**config.mk**
```make
export PLATFORM = sky130hd
export DESIGN_NAME = hpdcache_sram_arb
export DESIGN_NICKNAME = d
export VERILOG_FILES = /design/src/rtl/hpdcache_sram_arb.sv
export SDC_FILE = /design/constraint.sdc
export NUM_CORES = 1
export LEC_CHECK = 0
export BUFFER_PORTS_ARGS = -buffer_cell sky130_fd_sc_hd__buf_2
export CAP_MARGIN = 20
export CORE_AREA = 3 3 137 139
export CTS_CLUSTER_DIAMETER = 40
export CTS_CLUSTER_SIZE = 25
export DETAILED_ROUTE_END_ITERATION = 16
export DIE_AREA = 0 0 140 142
export PLACE_DENSITY = 0.5
export REMOVE_ABC_BUFFERS = 1
export SLEW_MARGIN = 20
export SYNTH_ARGS = -nofsm -noshare
export SYNTH_HDL_FRONTEND = slang
export SYNTH_SLANG_ARGS = --single-unit
```
**constraint.sdc**
```tcl
create_clock -name clk -period 2.9 [get_ports clk]
set_clock_uncertainty 0.2 [all_clocks]
set_input_delay 0.58 -clock clk [delete_from_list [all_inputs] [get_ports clk]]
set_output_delay 0.58 -clock clk [all_outputs]
set_load 0.02 [all_outputs]
```
**src/rtl/hpdcache_sram_arb.sv**
```systemverilog
// -----------------------------------------------------------------------------
// hpdcache_sram_arb
//
// Round-robin arbiter that shares one single-port 1RW SRAM macro (1-cycle
// read latency) between NREQ requesters. After reset, or on a reinit pulse
// while running, the whole array is first zero-filled, one word per cycle.
//
// Ports:
//   clk, rst_n   clock (rising edge) and asynchronous active-low reset
//   reinit       pulse in RUN: arbitrate this cycle, then restart zero-fill
//   init_done    1 while requests are accepted (state RUN)
//   req_valid    per-requester request valid
//   req_ready    per-requester grant (one-hot or zero), combinational
//   req_we       per-requester write enable
//   req_addr     packed addresses, requester i at [i*ADDR_SIZE +: ADDR_SIZE]
//   req_wdata    packed write data, requester i at [i*DATA_SIZE +: DATA_SIZE]
//   rsp_valid    one-hot read-data valid, the cycle after a granted read
//   rsp_rdata    read data shared by all requesters (SRAM pass-through)
//   sram_*       SRAM macro interface (cs/we/addr/wdata/rdata)
// -----------------------------------------------------------------------------
module hpdcache_sram_arb #(
    parameter int ADDR_SIZE = 6,
    parameter int DATA_SIZE = 64,
    parameter int DEPTH     = 2**ADDR_SIZE,
    parameter int NREQ      = 2
) (
    input  logic                      clk,
    input  logic                      rst_n,
    input  logic                      reinit,
    output logic                      init_done,
    input  logic [NREQ-1:0]           req_valid,
    output logic [NREQ-1:0]           req_ready,
    input  logic [NREQ-1:0]           req_we,
    input  logic [NREQ*ADDR_SIZE-1:0] req_addr,
    input  logic [NREQ*DATA_SIZE-1:0] req_wdata,
    output logic [NREQ-1:0]           rsp_valid,
    output logic [DATA_SIZE-1:0]      rsp_rdata,
    output logic                      sram_cs,
    output logic                      sram_we,
    output logic [ADDR_SIZE-1:0]      sram_addr,
    output logic [DATA_SIZE-1:0]      sram_wdata,
    input  logic [DATA_SIZE-1:0]      sram_rdata
);

    localparam int PTR_W = (NREQ > 1) ? $clog2(NREQ) : 1;
    localparam logic [ADDR_SIZE-1:0] LAST_ADDR = ADDR_SIZE'(DEPTH - 1);
    localparam logic [PTR_W-1:0]     LAST_REQ  = PTR_W'(NREQ - 1);
    localparam logic [NREQ-1:0]      ONE_HOT0  = {{(NREQ-1){1'b0}}, 1'b1};

    typedef enum logic {
        ST_INIT = 1'b0,
        ST_RUN  = 1'b1
    } state_t;

    state_t               state_r;
    logic [ADDR_SIZE-1:0] cnt_r;
    logic [PTR_W-1:0]     rr_r;
    logic [NREQ-1:0]      rsp_valid_r;
    logic                 init_done_r;

    logic                 run_s;
    logic                 any_valid_s;
    logic [PTR_W-1:0]     winner_s;
    logic [NREQ-1:0]      winner_oh_s;
    logic [NREQ-1:0]      rsp_next_s;

    assign run_s       = (state_r == ST_RUN);
    assign winner_oh_s = ONE_HOT0 << winner_s;

    // Round-robin search: first valid requester at or above rr_r, wrapping.
    // With nobody valid the winner defaults to requester 0 so the SRAM
    // address/data mux shows requester 0.
    always_comb begin : rr_search
        int idx;
        winner_s    = '0;
        any_valid_s = 1'b0;
        idx         = 0;
        for (int k = 0; k < NREQ; k++) begin
            idx = int'(rr_r) + k;
            if (idx >= NREQ) begin
                idx = idx - NREQ;
            end else begin
                idx = idx;
            end
            if (!any_valid_s && req_valid[idx]) begin
                any_valid_s = 1'b1;
                winner_s    = PTR_W'(idx);
            end else begin
                any_valid_s = any_valid_s;
            end
        end
    end

    // Grant and next read-response vector (reads only, RUN only).
    always_comb begin
        req_ready  = '0;
        rsp_next_s = '0;
        if (run_s && any_valid_s) begin
            req_ready = winner_oh_s;
            if (!req_we[winner_s]) begin
                rsp_next_s = winner_oh_s;
            end else begin
                rsp_next_s = '0;
            end
        end else begin
            req_ready  = '0;
            rsp_next_s = '0;
        end
    end

    // SRAM port mux: zero-fill sequencer in INIT, arbitration winner in RUN.
    always_comb begin
        sram_cs    = 1'b0;
        sram_we    = 1'b0;
        sram_addr  = '0;
        sram_wdata = '0;
        if (!run_s) begin
            sram_cs    = 1'b1;
            sram_we    = 1'b1;
            sram_addr  = cnt_r;
            sram_wdata = '0;
        end else begin
            sram_cs    = any_valid_s;
            sram_we    = any_valid_s & req_we[winner_s];
            sram_addr  = req_addr[int'(winner_s)*ADDR_SIZE +: ADDR_SIZE];
            sram_wdata = req_wdata[int'(winner_s)*DATA_SIZE +: DATA_SIZE];
        end
    end

    // State, fill counter, round-robin pointer and registered status outputs.
    always_ff @(posedge clk or negedge rst_n) begin
        if (!rst_n) begin
            state_r     <= ST_INIT;
            cnt_r       <= '0;
            rr_r        <= '0;
            rsp_valid_r <= '0;
            init_done_r <= 1'b0;
        end else begin
            case (state_r)
                ST_INIT: begin
                    rsp_valid_r <= '0;
                    if (cnt_r == LAST_ADDR) begin
                        cnt_r       <= '0;
                        state_r     <= ST_RUN;
                        init_done_r <= 1'b1;
                    end else begin
                        cnt_r       <= cnt_r + ADDR_SIZE'(1);
                    end
                end
                ST_RUN: begin
                    // A read granted in a reinit cycle still returns its data.
                    rsp_valid_r <= rsp_next_s;
                    if (any_valid_s) begin
                        rr_r <= (winner_s == LAST_REQ) ? '0 : winner_s + PTR_W'(1);
                    end else begin
                        rr_r <= rr_r;
                    end
                    if (reinit) begin
                        state_r     <= ST_INIT;
                        cnt_r       <= '0;
                        init_done_r <= 1'b0;
                    end else begin
                        state_r     <= ST_RUN;
                    end
                end
                default: begin
                    state_r     <= ST_INIT;
                    cnt_r       <= '0;
                    rsp_valid_r <= '0;
                    init_done_r <= 1'b0;
                end
            endcase
        end
    end

    assign rsp_valid = rsp_valid_r;
    assign init_done = init_done_r;
    assign rsp_rdata = sram_rdata;

endmodule

```
==> results of run 1 <==
through the flow:
stage,hold slack [ns],instance area (µm²)
after CTS,0.0163,3280
final,0.00920,3280
after floorplan,0.0844,1650
after global routing,0.0261,3280
after global placement,0.273,3200
after detailed placement,0.275,3200
cells in the mapped netlist (all sizes together) (3+ instances only):
cell type / count
buf: 87
o31ai: 3
o21ai: 65
inv: 6
o221ai: 3
nand4: 5
nand2: 14
nor2b: 4
nand3: 71
dfrtp: 11
nor2: 3
clkbuf: 17
a21oi: 66
sequential cells by signal, summed over array words and instances (netlist names):
name       cells
run_s          1
cnt_r          6
rr_r           1
rsp_valid      2
init_done      1
cells by family after synthesis:
family | after synthesis
DFF | 11
adders and majority gates | 1
and+or+nand+nor | 104
buffers and inverters | 110
xor gates and xnor gates | 2
AOI/OAI and AO/OA | 148
final cells by class:
cell class | count | area [µm²]
Clock buffer | 4 | 78.8
Fill cell | 2044 | 14500
Inverter | 6 | 22.5
Multi-Input combinational cell | 255 | 1350
Sequential cell | 11 | 275
Tap cell | 229 | 287
Timing Repair Buffer | 235 | 1270
power breakdown:
group          internal [mW]  switching [mW]  total, mW
logic                  0.444           0.767       1.21
registers              0.217          0.0733      0.290
clock network          0.185          0.0740      0.259
total                  0.846           0.914       1.76
per-layer routing:
| layer | wire, µm | part of all wire [%] |
|---|---|---|
| met4 | 176 | 1.1 |
| met5 | 151 | 0.96 |
| met1 | 6290 | 40 |
| met2 | 5940 | 38 |
| met3 | 3140 | 20 |
worst paths after layout:
path | start | endpoint | slack [ns] | depth (start not counted)
setup / recovery | req_valid[0] | sram_addr[4] | 0.31 | 6
hold / removal | rst_n | cnt_r[2] | 0.009 | 1
setup reg to reg | run_s | cnt_r[5] | 1.41 | 3
hold reg to reg | init_done | init_done | 0.33 | 2
max in group asynchronous | rst_n | rsp_valid[1] | 2.27 | 1
min in group clk | req_we[0] | rsp_valid[0] | 0.30 | 2
==> summary.txt, run 1 <==
Status
  – Outcome: complete, no violations

Synthesis
  – Predominant post-synthesis flop cell: dfrtp_1
  – Syn Area/Cell: 6.14 µm²
  – Simple-Gate Fraction of Synth Area: between 20% and 30%
  – Register area share after synthesis: 11.9%
  – Synth unique cells: 36
  – Post-synth top area cell: buf_4
  – Largest family of logic cells by synthesized area: compound AO/OA/AOI/OAI gates
  – Post-synth ARST share: 100%
  – Post-Synth Adder-Cell Area: less than 1%
  – Mapped cell area: ~2300 µm²
  – Post-synth EDFFs: 0
  – Synth Register Bits: 11
  – Synth warnings: 0
  – Largest cells by area after synthesis: buf_4, nand3_1, a21oi_1
  – Mux cell area share after synthesis: 0%
  – Post-Syn Instances: ~380
  – Post-synthesis compound-gate area fraction: 34.2%
  – XOR/XNOR share of the synthesized area: 0.759%
  – Post-synth top area share: 21.1%

Finish
  – Area growth syn-to-layout: 42.2%
  – Layout cell share with drive strength beyond 1: between 40% and 50%
  – Post-layout util: between 10% and 20%
  – N_diodes: 0
  – Post-layout nets: approximately 720
  – Commonest non-fill, non-tap cell in the layout: buf_2
  – Most frequent cells in the layout: buf_2, nand3_1, a21oi_1, o21ai_0, nand2_1
  – Cell Count, Final, Fillers Out: 740

Drt
  – Via count: 3361
  – Drt total wl: 15700 µm
  – Iter 0 DRT Violations: about 140
  – Routed Antenna Nets: 0
  – Residual DRC: 0
  – DR WL/cell: around 21 µm
  – Vias per cell: 4.54
  – TritonRoute pass-1 iters: 4

Setup path
  – Crit-path slowest cell: nor2_1
  – Cell Chain, Critical Path: buf_2 > nor2b_4 > buf_12 > nor2_1 > o211ai_1 > buf_2
  – Most used cell, CP: buf_2
  – Worst EP required: ~2.1 ns
  – Critical path arrival: 1.81 ns
  – CP Buf/Inv Count: 3
  – Crit path max fanout: 38
  – CP endpoint kind: output port
  – Max incr delay on CP: 0.38 ns
  – Top delay family on crit path: simple AND/OR/NAND/NOR gates
  – Crit path launch type: primary input
  – CP Class: in2out

Global route
  – Total track usage: 14.5%
  – GR Layer Usage met2: 18.6%
  – First-pass GRT wire length: 21500 µm
  – Largest net degree at the start of global routing: 50
  – Global route overflow: 0
  – Antenna violations before repair: 0
  – GR met3 Demand/Resource: ~14%
  – Global route hottest layer: met2
  – Met1 GRT Util: 17.3%
  – Vias in the first global route: 3125

Placement
  – Placed insts: 736
  – Placer Congestion: 0.795
  – Port bufs: 223
  – Dpl ws: approximately 0.25 ns
  – HPWL after DPL: 12700 µm

Power
  – Leak Pwr: 1.64 nW
  – Final Power: 1.76 mW
  – Pwr dens: between 500 and 600 nW/µm²
  – Peak VDD IR: 330 µV

Timing
  – Endpoints failing hold: 0
  – Final setup viols: 0
  – Final Max Tran Viols: 0
  – Fin crit period: 2.59 ns
  – Sum Neg Setup Slack: 0 ns
  – Setup repair after global routing missed its margin: no
  – Worst slew margin: 69.0%
  – Final Worst Setup Slack: 0.305 ns
  – Peak Freq: between 300 and 400 MHz
  – Final period utilization: between 80% and 90%
  – Least-Margin Pin Slew: approximately 0.46 ns

CTS
  – Root Buffer: clkbuf_16
  – CTS tree: done
  – Clk_lat worst skew: 0.24 ns
  – CTS Buf Count: 3
  – Resized Gates After CTS: 0
  – Htree depth: 1
  – Clock Sinks: 11
  – Max Root-Sink Buffers: 2
  – Post-CTS setup buffer count: 0
  – CTS clock-pin slew for the worst setup and hold paths: roughly 0.04 ns
  – # hold bufs at CTS: 0

Floorplan
  – Die area: 19900 µm²
  – Row count: 49
  – Core box area: 17800 µm²
  – Die Ht: between 100 and 150 µm
  – Io pins: roughly 350
  – Initial Util: between 10 and 15%
  – Die width: 140 µm

Hold path
  – Hold Crit Class: in2async

Run
  – Max_cap viols: 0
No activity file was read; power rests on OpenSTA's default activity.
==> run 2: changes to the inputs <==
- CORE_AREA: 3 3 137 139 -> 3 3 136 138
- DIE_AREA: 0 0 140 142 -> 0 0 139 141
- PLACE_DENSITY: 0.5 -> 0.52
- clock period: 2.9 -> 2.37 ns (I/O delays scaled with it)
==> run 2 against run 1 <==
Final cell count rose by 0.68%; via count up 2.0%; sequential power grew 22%; hold slack gained 0.20 ns; wire length shrank 7.4%; die area decreased by 1.4%; sequential cell count unchanged; sequential share of layout area fell by 0.40 points; utilization up 1.6 points.
==> summary.txt, run 2 (synthesis gave the netlist of run 1 again) <==
CTS
  – Clock Sinks: 11
  – CTS Buf Count: 3
  – CTS clock-pin slew for the worst setup and hold paths: approximately 0.040 ns
  – Clk_lat worst skew: 0.23 ns
  – CTS tree: done
  – Max Root-Sink Buffers: 2
  – Htree depth: 1
  – Root Buffer: clkbuf_16

Setup path
  – Critical path arrival: 1.62 ns
  – Worst EP required: around 1.7 ns
  – CP Buf/Inv Count: 2
  – Crit-path slowest cell: dfrtp_2
  – Cell Chain, Critical Path: nor2b_4 > buf_12 > o21ai_0 > a21oi_1 > buf_2
  – Reg2reg start: run_s
  – Top delay family on crit path: flip-flops
  – Reg2reg end: cnt_r[5]
  – Reg2reg path depth: 3
  – CP endpoint kind: output port
  – CP Class: reg2out
  – Crit path max fanout: 33
  – Register-to-register setup slack: 0.87 ns
  – Max incr delay on CP: around 0.44 ns
  – Crit path depth: 5
  – Crit path launch type: flip-flop

Floorplan
  – Row count: 48
  – Die Ht: 141 µm
  – Initial Util: 13.3%
  – Die area: 19600 µm²
  – Io pins: 352
  – Die width: 139 µm
  – Core box area: 17300 µm²

Drt
  – Routed Antenna Nets: 0
  – Top layer in use: met5
  – Via count: 3429
  – Residual DRC: 0
  – Vias per cell: 4.60
  – DR WL/cell: 19.5 µm
  – Drt total wl: between 10000 and 15000 µm
  – Wire length on met2: 5800 µm
  – TritonRoute pass-1 iters: 5
  – WL met1: 5860 µm
  – Iter 0 DRT Violations: around 130
  – DR WL met3: 2720 µm

Status
  – Outcome: complete, no violations

Timing
  – Worst slew margin: 78.5%
  – Least-Margin Pin Slew: about 0.32 ns
  – Final setup viols: 0
  – Sum Neg Setup Slack: 0 ns
  – Worst hold slack: 0.210 ns
  – Final period utilization: between 90% and 100%
  – Final Max Tran Viols: 0
  – Endpoints failing hold: 0
  – Fin crit period: roughly 2.3 ns
  – Peak Freq: between 400 and 500 MHz

Power
  – Leak Pwr: 1.72 nW
  – Pwr dens: 656 nW/µm²
  – Peak VDD IR: between 300 and 400 µV

Hold path
  – Hold path endpoint: rsp_valid[0]
  – Hold path startpoint: req_we[0]
  – Hold Crit Class: in2reg
  – WHS Path Cells: 2

Placement
  – HPWL after DPL: 11600 µm
  – Port bufs: 223
  – Placer Congestion: 0.789
  – Post-placement cell area: 3290 µm²

Finish
  – Post-layout nets: 733
  – N_diodes: 0
  – Layout cell share with drive strength beyond 1: between 40% and 50%
  – Area growth syn-to-layout: 50.1%
  – Post-layout util: 20.0%
  – Most frequent cells in the layout: buf_2, nand3_1, a21oi_1, o21ai_0, buf_4
  – Max FFs per register: 6
  – Fin area: 3460 µm²
  – Commonest non-fill, non-tap cell in the layout: buf_2
  – Top reg by flops: cnt_r
  – Fillers: 1980

Global route
  – Total track usage: 13.4%
  – Vias in the first global route: ~3200
  – Antenna violations before repair: 0
  – First-pass GRT wire length: 20500 µm
  – Largest net degree at the start of global routing: 42
  – Global route overflow: 0

Run
  – Max_cap viols: 0
==> run 2: worst reg2reg max path, stage by stage, from the launching register on <==
cell	delay (ns)
dfrtp_1	0.38
buf_4	0.23
or4b_1	0.54
nand3_1	0.08
==> run 2: metrics by stage <==
stage	std cells	power, mW	worst slack (ns)
5_1_grt	745	2.46	-0.00891
4_1_cts	742	2.23	0.00453
3_5_place_dp	736	1.89	0.0658
2_1_floorplan	272	1.19	-0.657
6_report	745	2.27	0.0752
3_3_place_gp	736	1.90	0.0705
==> run 2: worst max path at each step <==
stage	startpoint	to	slack (ns)
after floorplan	rr_r	sram_addr[5]	-0.66
after global placement	req_valid[0]	sram_wdata[47]	0.07
after detailed placement	req_valid[0]	sram_wdata[30]	0.07
after CTS	rr_r	sram_addr[5]	0.005
after global routing	rr_r	sram_wdata[2]	-0.009
final	rr_r	sram_wdata[8]	0.08
==> run 2: what timing repair did <==
action,CTS,global route
endpoints found under the hold margin,11,0
setup buffers,1,2
endpoints found under the setup margin,17,26
hold buffers,1,0
gates cloned,0,1
pin swaps,0,3
resized for setup,2,11
==> run 2: cell type report <==
| type | count | area (µm²) | share of cell area [%] |
|---|---|---|---|
| multi-input combinational | 255 | 1360 | 39.2 |
| tap | 225 | 282 | 8.13 |
| inverter | 6 | 22.5 | 0.650 |
| timing repair buffer | 244 | 1450 | 41.8 |
| sequential | 11 | 277 | 7.98 |
| clock buffer | 4 | 78.8 | 2.28 |
==> run 2: where the power goes <==
| part | switching [mW] | internal, mW | total [mW] | leakage [nW] |
|---|---|---|---|---|
| sequential | 0.0866 | 0.267 | 0.354 | 0.133 |
| clock | 0.0779 | 0.225 | 0.303 | 0.0382 |
| combinational | 0.958 | 0.656 | 1.61 | 1.55 |
==> run 2: routing by layer <==
layer / vias up / track usage, %
met5: - / 5.76
met4: 4 / 0.257
met3: 8 / 11.1
met2: 319 / 18.9
met1: 1526 / 16.3
li1: 1572 / -
==> run 3: changes to the inputs <==
--- a/config.mk
+++ b/config.mk
@@ -7,5 +7,6 @@
 export LEC_CHECK = 0
+export ABC_AREA = 1
 export BUFFER_PORTS_ARGS = -buffer_cell sky130_fd_sc_hd__buf_2
 export CAP_MARGIN = 20
-export CORE_AREA = 3 3 136 138
+export CORE_AREA = 3 3 137 139
 export CTS_CLUSTER_DIAMETER = 40
@@ -13,4 +14,4 @@
 export DETAILED_ROUTE_END_ITERATION = 16
-export DIE_AREA = 0 0 139 141
-export PLACE_DENSITY = 0.52
+export DIE_AREA = 0 0 140 142
+export PLACE_DENSITY = 0.5
 export REMOVE_ABC_BUFFERS = 1
==> constraint.sdc (replaced) <==
create_clock -name clk -period 2.37 [get_ports clk]
set_clock_uncertainty 0.2 [all_clocks]
set_input_delay 0.3555 -clock clk [delete_from_list [all_inputs] [get_ports clk]]
set_output_delay 0.3555 -clock clk [all_outputs]
set_load 0.02 [all_outputs]
==> run 3 against run 2 <==
Final area shrank 12%; clock power grew 2%; combinational power shrank 32%; area after synthesis shrank 8.7%; setup slack gained 0.11 ns; sequential share of layout area grew 1.1 points; largest power group unchanged; final cell count grew 1.9%; maximum frequency grew 5.1%; count of clock-buffer cells in the layout is the same.
==> summary.txt, run 3 <==
Status
  – Outcome: complete, no violations

Floorplan
  – Die width: around 140 µm
  – Core box area: 17800 µm²
  – Die area: 19900 µm²
  – Io pins: 352
  – Initial Util: 11.9%
  – Row count: 49
  – Die Ht: about 140 µm

CTS
  – Max Root-Sink Buffers: 2
  – CTS Buf Count: 3
  – Htree depth: 1
  – Clock Sinks: 11
  – CTS tree: done
  – Post-CTS setup buffer count: 0
  – Root Buffer: clkbuf_16
  – CTS clock-pin slew for the worst setup and hold paths: 0.04 ns
  – Clk_lat worst skew: between 0.2 and 0.25 ns

Placement
  – Placed insts: 754
  – Post-placement cell area: 2950 µm²
  – Placer Congestion: 0.774
  – Dpl ws: between 0.3 and 0.4 ns
  – HPWL after DPL: roughly 10000 µm
  – Port bufs: ~220

Setup path
  – Reg2reg path depth: 6
  – CP Class: reg2out
  – Register-to-register setup slack: 0.84 ns
  – Most used cell, CP: nand2_1
  – Crit path max fanout: 66
  – CP endpoint kind: output port
  – Reg2reg end: cnt_r[3]
  – Crit path launch type: flip-flop
  – Cell Chain, Critical Path: inv_1 > nand2_1 > nand2_2 > nor2_4 > buf_12 > nand2_1 > nand2_1 > buf_2
  – Crit-path slowest cell: dfrtp_1
  – Critical path arrival: 1.63 ns
  – Max incr delay on CP: 0.32 ns
  – Reg2reg start: cnt_r[0]
  – Worst EP required: about 1.8 ns

Timing
  – Worst hold slack: 0.0868 ns
  – Final Max Tran Viols: 0
  – Peak Freq: 458 MHz
  – Fin crit period: 2.18 ns
  – Endpoints failing hold: 0
  – Least-Margin Pin Slew: 0.504 ns
  – Final Worst Setup Slack: 0.188 ns
  – Final setup viols: 0
  – Setup repair after global routing missed its margin: no
  – Final period utilization: just over 90%
  – Sum Neg Setup Slack: 0 ns
  – Worst slew margin: 66.4%

Synthesis
  – Post-synth top area share: 29.9%
  – Mapped cell area: 2110 µm²
  – Syn Area/Cell: ~5.5 µm²
  – Synth warnings: 0
  – Largest cells by area after synthesis: nand2_1, buf_4, nand3_1
  – Register area share after synthesis: 13.1%
  – Commonest cells in the synthesized netlist: nand2_1, nand3_1, buf_4, buf_2
  – Post-synth EDFFs: 0
  – Synth unique cells: 21
  – Synth Register Bits: 11
  – Post-synth top area cell: nand2_1
  – Post-synth ARST share: 100%
  – Leading cell type by number of instances after synthesis: nand2_1
  – Post-Syn Instances: 385
  – Predominant post-synthesis flop cell: dfrtp_1

Finish
  – Commonest non-fill, non-tap cell in the layout: buf_2
  – Top reg by flops: cnt_r
  – Post-layout nets: between 700 and 800
  – Layout cell share with drive strength beyond 1: between 40 and 50%
  – Most frequent cells in the layout: buf_2, nand2_1, nand3_1, inv_1, nor2_1
  – Post-layout util: between 10% and 20%
  – Cell Count, Final, Fillers Out: 759
  – Area growth syn-to-layout: 44.5%
  – N_diodes: 0
  – Max FFs per register: 6
  – Fin area: 3040 µm²

Power
  – Pwr dens: 580 nW/µm²
  – Peak VDD IR: 287 µV
  – Leak Pwr: 1.99 nW
  – Final Power: around 1.8 mW

Drt
  – Iter 0 DRT Violations: 142
  – DR WL/cell: 16.8 µm
  – TritonRoute pass-1 iters: 4
  – Vias per cell: a little under 4
  – Drt total wl: 12700 µm
  – Via count: 3001
  – Routed Antenna Nets: 0
  – Residual DRC: 0

Global route
  – First-pass GRT wire length: 17500 µm
  – Vias in the first global route: roughly 2700
  – Global route overflow: 0
  – Antenna violations before repair: 0
  – Total track usage: 11.6%
  – Largest net degree at the start of global routing: 67

Hold path
  – Hold path endpoint: rsp_valid[0]
  – WHS Path Cells: 2
  – Hold Crit Class: in2reg
  – Hold path startpoint: req_we[0]

Run
  – Max_cap viols: 0
## run 3: how the worst max path moves through the flow
stage / start / end / slack, ns / cells after the start
5_1_grt: rr_r / sram_addr[5] / 0.07 / 7
4_1_cts: rr_r / sram_addr[5] / 0.13 / 7
6_report: rr_r / sram_wdata[25] / 0.19 / 8
2_1_floorplan: run_s / sram_we / -1.69 / 5
3_3_place_gp: req_valid[0] / sram_addr[5] / 0.32 / 7
3_5_place_dp: req_valid[0] / sram_we / 0.35 / 9
## run 3: layout make-up
class	count	area (µm²)
Fill cell	2086	14700
Timing Repair Buffer	229	1190
Tap cell	229	287
Sequential cell	11	277
Inverter	15	56.3
Clock buffer	4	78.8
Multi-Input combinational cell	271	1150
## run 3: cells by family after synthesis
group / count (synthesis) / share of synthesized area, %
adder cells (fa/ha/maj): 1 / 0.594
AO/OA/AOI/OAI: 13 / 3.15
AND/OR/NAND/NOR: 256 / 50.3
multiplexers: 1 / 0.475
flip-flops: 11 / 13.1
buffers and inverters: 103 / 32.4
## run 3: worst max-delay path, delay by kind of cell (launching register included)
family,cells,cell delay [ns]
flip-flops,1,0.32
AND/OR/NAND/NOR,5,0.54
buffers and inverters,3,0.44
## run 3: timing repair
item                       CTS  global route
hold buffers                 1             0
resized for setup            0             1
setup endpoints to repair    0             2
hold endpoints to repair    11             0
## run 3: where the power goes
group | internal [mW] | leakage [nW] | switching, mW | total, mW
Sequential | 0.265 | 0.135 | 0.0920 | 0.357
Combinational | 0.398 | 1.82 | 0.704 | 1.10
Clock | 0.226 | 0.0382 | 0.0825 | 0.308
## run 3: per-layer routing
layer	GRT usage [%]	routed length [µm]	share of wire, %	vias up
met2	14.4	4800	38	275
met5	8.61	239	1.9	-
met4	1.22	72	0.57	6
met1	13.2	4740	37	1281
li1	-	-	-	1431
met3	12.4	2870	23	8
